**src/rtl/rv32i_pkg.sv**
```systemverilog
// Shared RV32I opcode constants, class-enable bit positions and FIFO entry type.
package rv32i_pkg;

    localparam logic [6:0] OPC_BRANCH = 7'b1100011;
    localparam logic [6:0] OPC_JALR   = 7'b1100111;
    localparam logic [6:0] OPC_JAL    = 7'b1101111;
    localparam logic [6:0] OPC_LUI    = 7'b0110111;
    localparam logic [6:0] OPC_AUIPC  = 7'b0010111;
    localparam logic [6:0] OPC_OP_IMM = 7'b0010011;
    localparam logic [6:0] OPC_OP     = 7'b0110011;

    localparam int unsigned EN_BRANCH = 0;
    localparam int unsigned EN_JALR   = 1;
    localparam int unsigned EN_JAL    = 2;
    localparam int unsigned EN_LUI    = 3;
    localparam int unsigned EN_AUIPC  = 4;
    localparam int unsigned EN_OP_IMM = 5;
    localparam int unsigned EN_OP     = 6;
    localparam int unsigned EN_COUNT  = 7;

    typedef struct packed {
        logic [31:0] instruction;
        logic [31:0] pc;
    } fifo_entry_t;

endpackage

```
**src/rtl/decode_issue_rv_if.sv**
```systemverilog
// Fetch-side and ALU-side handshake bundle of the decode/issue stage.
interface decode_issue_rv_if;

    logic        in_valid;
    logic        in_ready;
    logic [31:0] in_instruction;
    logic [31:0] in_pc;
    logic        flush;

    logic        out_valid;
    logic        out_ready;
    logic [31:0] out_instruction;
    logic [31:0] out_pc;
    logic [4:0]  out_rs1;
    logic [4:0]  out_rs2;
    logic        alu_branch_enable;
    logic        alu_unconditional_jalr_enable;
    logic        alu_unconditional_jal_enable;
    logic        alu_upper_immediate_lui_enable;
    logic        alu_upper_immediate_auipc_enable;
    logic        alu_register_immediate_enable;
    logic        alu_register_register_enable;
    logic        out_illegal;

    modport master (
        output in_valid, in_instruction, in_pc, flush, out_ready,
        input  in_ready, out_valid, out_instruction, out_pc, out_rs1, out_rs2,
               alu_branch_enable, alu_unconditional_jalr_enable,
               alu_unconditional_jal_enable, alu_upper_immediate_lui_enable,
               alu_upper_immediate_auipc_enable, alu_register_immediate_enable,
               alu_register_register_enable, out_illegal
    );

    modport slave (
        input  in_valid, in_instruction, in_pc, flush, out_ready,
        output in_ready, out_valid, out_instruction, out_pc, out_rs1, out_rs2,
               alu_branch_enable, alu_unconditional_jalr_enable,
               alu_unconditional_jal_enable, alu_upper_immediate_lui_enable,
               alu_upper_immediate_auipc_enable, alu_register_immediate_enable,
               alu_register_register_enable, out_illegal
    );

endinterface

```
**src/rtl/decode_class_rv.sv**
```systemverilog
// Combinational opcode classifier: one-hot class enables or illegal flag.
module decode_class_rv
    import rv32i_pkg::*;
(
    input  logic [6:0]          opcode,
    output logic [EN_COUNT-1:0] enables,
    output logic                illegal
);

    // Map the 7-bit opcode to exactly one class bit, or flag it illegal.
    always_comb begin
        enables = '0;
        illegal = 1'b0;
        case (opcode)
            OPC_BRANCH: enables[EN_BRANCH] = 1'b1;
            OPC_JALR:   enables[EN_JALR]   = 1'b1;
            OPC_JAL:    enables[EN_JAL]    = 1'b1;
            OPC_LUI:    enables[EN_LUI]    = 1'b1;
            OPC_AUIPC:  enables[EN_AUIPC]  = 1'b1;
            OPC_OP_IMM: enables[EN_OP_IMM] = 1'b1;
            OPC_OP:     enables[EN_OP]     = 1'b1;
            default:    illegal            = 1'b1;
        endcase
    end

endmodule

```
**src/rtl/decode_issue_rv.sv**
```systemverilog
// Decode/issue stage: 2-entry instruction FIFO with head classification.
module decode_issue_rv
    import rv32i_pkg::*;
#(
    parameter int unsigned COUNT_WIDTH = 32
) (
    input  logic                   clock,
    input  logic                   reset,
    decode_issue_rv_if.slave       bus,
    output logic [COUNT_WIDTH-1:0] issue_count
);

    fifo_entry_t            entry_q [2];
    fifo_entry_t            entry_d [2];
    logic                   wr_ptr_q, wr_ptr_d;
    logic                   rd_ptr_q, rd_ptr_d;
    logic [1:0]             count_q, count_d;
    logic [COUNT_WIDTH-1:0] issue_count_q, issue_count_d;

    logic                   in_ready;
    logic                   out_valid;
    logic                   push;
    logic                   pop;
    fifo_entry_t            head;
    logic [EN_COUNT-1:0]    class_en;
    logic                   class_illegal;

    // Handshake qualifiers; flush and reset block both sides of the FIFO.
    always_comb begin
        in_ready  = (count_q < 2'd2) && !bus.flush && !reset;
        out_valid = (count_q != 2'd0) && !bus.flush && !reset;
        push      = bus.in_valid && in_ready;
        pop       = out_valid && bus.out_ready;
        head      = entry_q[rd_ptr_q];
    end

    decode_class_rv u_class (
        .opcode  (head.instruction[6:0]),
        .enables (class_en),
        .illegal (class_illegal)
    );

    // Next-state for storage, pointers, occupancy and the issue counter.
    always_comb begin
        entry_d       = entry_q;
        wr_ptr_d      = wr_ptr_q;
        rd_ptr_d      = rd_ptr_q;
        count_d       = count_q;
        issue_count_d = issue_count_q;
        if (bus.flush) begin
            count_d  = '0;
            wr_ptr_d = 1'b0;
            rd_ptr_d = 1'b0;
        end else begin
            if (push) begin
                entry_d[wr_ptr_q] = '{instruction: bus.in_instruction, pc: bus.in_pc};
                wr_ptr_d          = !wr_ptr_q;
            end
            if (pop) begin
                rd_ptr_d      = !rd_ptr_q;
                issue_count_d = issue_count_q + COUNT_WIDTH'(1);
            end
            count_d = count_q + {1'b0, push} - {1'b0, pop};
        end
    end

    // State registers with asynchronous clear.
    always_ff @(posedge clock or posedge reset) begin
        if (reset) begin
            entry_q       <= '{default: '0};
            wr_ptr_q      <= 1'b0;
            rd_ptr_q      <= 1'b0;
            count_q       <= '0;
            issue_count_q <= '0;
        end else begin
            entry_q       <= entry_d;
            wr_ptr_q      <= wr_ptr_d;
            rd_ptr_q      <= rd_ptr_d;
            count_q       <= count_d;
            issue_count_q <= issue_count_d;
        end
    end

    // Head presentation; every field is forced to zero while nothing is valid.
    always_comb begin
        bus.in_ready                         = in_ready;
        bus.out_valid                        = out_valid;
        bus.out_instruction                  = out_valid ? head.instruction : '0;
        bus.out_pc                           = out_valid ? head.pc : '0;
        bus.out_rs1                          = out_valid ? head.instruction[19:15] : '0;
        bus.out_rs2                          = out_valid ? head.instruction[24:20] : '0;
        bus.alu_branch_enable                = out_valid && class_en[EN_BRANCH];
        bus.alu_unconditional_jalr_enable    = out_valid && class_en[EN_JALR];
        bus.alu_unconditional_jal_enable     = out_valid && class_en[EN_JAL];
        bus.alu_upper_immediate_lui_enable   = out_valid && class_en[EN_LUI];
        bus.alu_upper_immediate_auipc_enable = out_valid && class_en[EN_AUIPC];
        bus.alu_register_immediate_enable    = out_valid && class_en[EN_OP_IMM];
        bus.alu_register_register_enable     = out_valid && class_en[EN_OP];
        bus.out_illegal                      = out_valid && class_illegal;
    end

    assign issue_count = issue_count_q;

endmodule

```
**src/flat_wrapper.sv**
```systemverilog
// flat-port wrapper written by rule: the top's interface ports become plain ports
module decode_issue_rv_flat import rv32i_pkg::*;
#(
    parameter int unsigned COUNT_WIDTH = 32
)
  (clock, reset, issue_count, bus_in_valid, bus_in_instruction, bus_in_pc, bus_flush, bus_out_ready, bus_in_ready, bus_out_valid, bus_out_instruction, bus_out_pc, bus_out_rs1, bus_out_rs2, bus_alu_branch_enable, bus_alu_unconditional_jalr_enable, bus_alu_unconditional_jal_enable, bus_alu_upper_immediate_lui_enable, bus_alu_upper_immediate_auipc_enable, bus_alu_register_immediate_enable, bus_alu_register_register_enable, bus_out_illegal);
  decode_issue_rv_if bus_i ();
  input  logic clock;
  input  logic reset;
  output logic [COUNT_WIDTH-1:0] issue_count;
  input wire logic [$bits(bus_i.in_valid)-1:0] bus_in_valid;
  input wire logic [$bits(bus_i.in_instruction)-1:0] bus_in_instruction;
  input wire logic [$bits(bus_i.in_pc)-1:0] bus_in_pc;
  input wire logic [$bits(bus_i.flush)-1:0] bus_flush;
  input wire logic [$bits(bus_i.out_ready)-1:0] bus_out_ready;
  output wire logic [$bits(bus_i.in_ready)-1:0] bus_in_ready;
  output wire logic [$bits(bus_i.out_valid)-1:0] bus_out_valid;
  output wire logic [$bits(bus_i.out_instruction)-1:0] bus_out_instruction;
  output wire logic [$bits(bus_i.out_pc)-1:0] bus_out_pc;
  output wire logic [$bits(bus_i.out_rs1)-1:0] bus_out_rs1;
  output wire logic [$bits(bus_i.out_rs2)-1:0] bus_out_rs2;
  output wire logic [$bits(bus_i.alu_branch_enable)-1:0] bus_alu_branch_enable;
  output wire logic [$bits(bus_i.alu_unconditional_jalr_enable)-1:0] bus_alu_unconditional_jalr_enable;
  output wire logic [$bits(bus_i.alu_unconditional_jal_enable)-1:0] bus_alu_unconditional_jal_enable;
  output wire logic [$bits(bus_i.alu_upper_immediate_lui_enable)-1:0] bus_alu_upper_immediate_lui_enable;
  output wire logic [$bits(bus_i.alu_upper_immediate_auipc_enable)-1:0] bus_alu_upper_immediate_auipc_enable;
  output wire logic [$bits(bus_i.alu_register_immediate_enable)-1:0] bus_alu_register_immediate_enable;
  output wire logic [$bits(bus_i.alu_register_register_enable)-1:0] bus_alu_register_register_enable;
  output wire logic [$bits(bus_i.out_illegal)-1:0] bus_out_illegal;
  assign bus_i.in_valid = bus_in_valid;
  assign bus_i.in_instruction = bus_in_instruction;
  assign bus_i.in_pc = bus_in_pc;
  assign bus_i.flush = bus_flush;
  assign bus_i.out_ready = bus_out_ready;
  assign bus_in_ready = bus_i.in_ready;
  assign bus_out_valid = bus_i.out_valid;
  assign bus_out_instruction = bus_i.out_instruction;
  assign bus_out_pc = bus_i.out_pc;
  assign bus_out_rs1 = bus_i.out_rs1;
  assign bus_out_rs2 = bus_i.out_rs2;
  assign bus_alu_branch_enable = bus_i.alu_branch_enable;
  assign bus_alu_unconditional_jalr_enable = bus_i.alu_unconditional_jalr_enable;
  assign bus_alu_unconditional_jal_enable = bus_i.alu_unconditional_jal_enable;
  assign bus_alu_upper_immediate_lui_enable = bus_i.alu_upper_immediate_lui_enable;
  assign bus_alu_upper_immediate_auipc_enable = bus_i.alu_upper_immediate_auipc_enable;
  assign bus_alu_register_immediate_enable = bus_i.alu_register_immediate_enable;
  assign bus_alu_register_register_enable = bus_i.alu_register_register_enable;
  assign bus_out_illegal = bus_i.out_illegal;
  decode_issue_rv #(.COUNT_WIDTH(COUNT_WIDTH)) u_core (.clock(clock), .reset(reset), .bus(bus_i), .issue_count(issue_count));
endmodule
```
**config.mk**
```make
export PLATFORM = sky130hd
export DESIGN_NAME = decode_issue_rv_flat
export DESIGN_NICKNAME = d
export VERILOG_FILES = /design/src/rtl/rv32i_pkg.sv /design/src/rtl/decode_issue_rv_if.sv /design/src/rtl/decode_class_rv.sv /design/src/rtl/decode_issue_rv.sv /design/src/flat_wrapper.sv
export SDC_FILE = /design/constraint.sdc
export NUM_CORES = 1
export LEC_CHECK = 0
export CAP_MARGIN = 20
export CORE_AREA = 5 5 139 128
export CTS_BUF_LIST = sky130_fd_sc_hd__clkbuf_4 sky130_fd_sc_hd__clkbuf_8
export DETAILED_ROUTE_END_ITERATION = 16
export DIE_AREA = 0 0 144 133
export PLACE_DENSITY_LB_ADDON = 0.1
export SKIP_LAST_GASP = 1
export SYNTH_ARGS = -nofsm -noshare
export SYNTH_HDL_FRONTEND = slang
export SYNTH_SLANG_ARGS = --single-unit
```
**constraint.sdc**
```tcl
create_clock -name clock -period 8.13 [get_ports clock]
set_input_delay 0.813 -clock clock [delete_from_list [all_inputs] [get_ports clock]]
set_output_delay 0.813 -clock clock [all_outputs]
set_load 0.005 [all_outputs]
```
==> impl_metrics.env <==
export IMPL_finalHoldViolCount=0
export IMPL_post_cts_buffers=0
export IMPL_crit_path_start_kind="input pin"
export IMPL_synth_nets=670
export IMPL_antennaDiodeCount=0
export IMPL_drt_iter0_markers=203
export IMPL_clock_fmax_mhz=231
export IMPL_worst_slack_ns=3.79
export IMPL_slew_headroom=0.362
export IMPL_portBuffers=184
export IMPL_ys_seq_elements=164
export IMPL_slowest_stage="clkdlybuf4s50_1"
export IMPL_slew_violations=0
export IMPL_core_area_sq_um=16400
export IMPL_syn_area_sq_um=7620
export IMPL_worstRegToRegCells=10
export IMPL_ant_nets=0
export IMPL_vias_per_cell=5.23
export IMPL_cts_clk_slew_worst_paths_ns=0.09
export IMPL_maxCapViolations=0
export IMPL_worstReg2RegStart="u_core.count_q[1]"
export IMPL_final_cell_mix="clkdlybuf4s50_1, dfrtp_1, mux2_2, nor2_1, mux2i_1"
export IMPL_worstMarginPinSlew_ns=0.957
export IMPL_p_leak_nw=4.13
export IMPL_cts_buffers_inserted=17
export IMPL_fin_skew_ns=0.0136
export IMPL_grt_max_degree=90
export IMPL_grt_pass1_vias=5705
export IMPL_crit_path_frequent_cell="clkdlybuf4s50_1"
export IMPL_rows=45
export IMPL_synthCells=598
export IMPL_criticalPathCategory="in2out"
export IMPL_rsz0062_at_grt="no"
export IMPL_p_per_area_nw_per_um2=201
export IMPL_postCtsResizedCells=0
export IMPL_ir_worst_vdd_uv=112
export IMPL_cts_root_buf="clkbuf_8"
export IMPL_yosysUniqueCellTypes=42
export IMPL_cts_tree="done"
export IMPL_critPathCaptureType="primary output"
export IMPL_crit_buf_inv=3
export IMPL_dieWidth_microns=144
export IMPL_finalWorstPathRequiredPeriod_ns=4.34
export IMPL_wl_per_cell_microns=17.4
export IMPL_setup_tns_ns=0
export IMPL_hold_buffers=0
export IMPL_finalWirelength_mm=17.2
export IMPL_critPathMaxStageDelay_ns=0.55
export IMPL_path_cells="clkdlybuf4s50_1 > or2_4 > or2_2 > buf_4 > a21oi_2 > nand2_1 > nor4b_1 > clkdlybuf4s50_1"
export IMPL_antenna_found_initial=1
export IMPL_setup_viol=0
export IMPL_r2r_end="u_core.count_q[0]"
export IMPL_dieArea_sq_um=19200
export IMPL_hold_end="u_core.issue_count[31]"
export IMPL_avgSynthCellArea_sq_um=12.7
export IMPL_grt_pass1_wl_mm=28.5
export IMPL_vias=5185
export IMPL_drive_gt1_frac=0.221
export IMPL_yosysWarnings=0
export IMPL_io_pins=185
export IMPL_drc_errors=0
export IMPL_period_share=0.533
export IMPL_crit_arrival_ns=3.52
export IMPL_drt_pass1_iter_count=4
export IMPL_hold_path_class="reg2reg"
export IMPL_rrSetupSlack_ns=5.26
export IMPL_gp_congestion=0.790
export IMPL_status="complete, no violations"
export IMPL_holdWs_ns=0.480
export IMPL_numClockSinks=164
export IMPL_p_total_mw=2.00
export IMPL_cts_max_level=4
export IMPL_grt_overflow=0
export IMPL_min_delay_path_depth=1
export IMPL_dp_hpwl_mm=11.4
export IMPL_worstSkewPairLatency_ns=0.45
export IMPL_grt_usage=0.188
export IMPL_area_growth_pct=30.2
export IMPL_floorplan_die_height_microns=133
export IMPL_final_common_cell="clkdlybuf4s50_1"
export IMPL_nets=839
export IMPL_worstPathMaxFanout=68
export IMPL_clock_path_buffers=2
export IMPL_dp_slack_ns=3.73
export IMPL_hp_start="u_core.issue_count[31]"
export IMPL_fillers=1312
export IMPL_ys_seq_area_frac=0.539
export IMPL_critPathTopFamily="buffers and inverters"
export IMPL_initial_core_util=0.465
export IMPL_required_ns=7.32
==> per-stage QoR <==
step,cells,area (sq um),util
finish,991,9920,0.606
global route,991,9920,0.606
CTS,990,9890,0.604
detailed placement,958,9500,0.580
global placement,958,9500,0.580
floorplan,598,7620,-
==> power breakdown <==
| part | switching [mW] | total, mW | internal, mW | leakage (nW) |
|---|---|---|---|---|
| logic | 0.129 | 0.345 | 0.216 | 1.84 |
| registers | 0.0898 | 1.06 | 0.972 | 2.09 |
| clock network | 0.290 | 0.592 | 0.301 | 0.198 |
| total | 0.509 | 2.00 | 1.49 | 4.13 |
==> final cells by class <==
cell class / instances / area, sq um / area share
clock buffers: 24 / 293 / 0.0295
clock inverters: 8 / 101 / 0.0102
inverters: 7 / 31.3 / 0.00315
multi-input cells: 388 / 3230 / 0.325
flip-flops and latches: 164 / 4110 / 0.414
well taps: 211 / 264 / 0.0266
repair buffers: 189 / 1900 / 0.191
==> routing by layer <==
metal  wire length (microns)  share of wire  track usage  vias to the layer above
met1                    7390           0.43        0.236                     2621
li1                        -              -            -                     2398
met4                     359          0.021       0.0654                        2
met5                      11        0.00064            0                        -
met3                    1080          0.063       0.0596                       27
met2                    8380           0.49        0.305                      137
==> synthesized netlist by cell type (all sizes together) <==
cell type  count  share of area
mux2         128           0.19
a21oi          4         0.0031
inv            7         0.0034
nand3b         2         0.0020
clkbuf         2         0.0011
a22o           1         0.0011
and2           1        0.00082
nand2b         2         0.0016
or2            2         0.0020
o21ai          1        0.00066
nand2         20          0.011
nor4b          1         0.0011
nor2          77          0.039
nor4           2         0.0056
xnor2         28          0.032
and4           5         0.0057
nor3           4         0.0033
mux2i         61          0.080
nor2b          3         0.0025
dfrtp        164           0.54
and3           4         0.0033
buf           37          0.033
o22ai          1        0.00082
ha             3         0.0049
and2b          3         0.0033
a32o           2         0.0026
nand3         13         0.0085
nand4         13          0.011
xor2           7         0.0080
==> worst reg2reg max path, cell delays in order, from the launching register on <==
cell     delay, ns
dfrtp_1       0.42
nor2_1        0.34
or2_2         0.18
buf_4         0.62
inv_1         0.21
nand2_2       0.17
inv_2         0.08
ha_1          0.27
inv_1         0.04
ha_1          0.25
and2b_2       0.19
==> flip-flops by register name (all words and copies together), names as in the netlist <==
name                flops
u_core.entry_q        128
u_core.issue_count     32
u_core.count_q          2
u_core.rd_ptr_q         1
u_core.wr_ptr_q         1
==> cell families after synthesis <==
group           after synthesis  synth area share
fa+ha+maj                     3           0.00493
simple gates                152             0.100
xor+xnor                     35            0.0402
buf+inv                      46            0.0381
flops                       164             0.539
mux                         189             0.269
compound gates                9           0.00837
==> worst max-delay path by stage <==
| stage | from | to | cells past startpoint |
|---|---|---|---|
| after floorplan | reset | u_core.count_q[0] | 1 |
| after global placement | bus_flush | bus_alu_unconditional_jal_enable | 8 |
| after detailed placement | bus_flush | bus_alu_unconditional_jal_enable | 8 |
| after CTS | bus_flush | bus_alu_unconditional_jal_enable | 8 |
| after global routing | bus_flush | bus_alu_unconditional_jal_enable | 8 |
| final | bus_flush | bus_alu_unconditional_jal_enable | 8 |
Note: power is estimated with default switching activity, not from simulation.
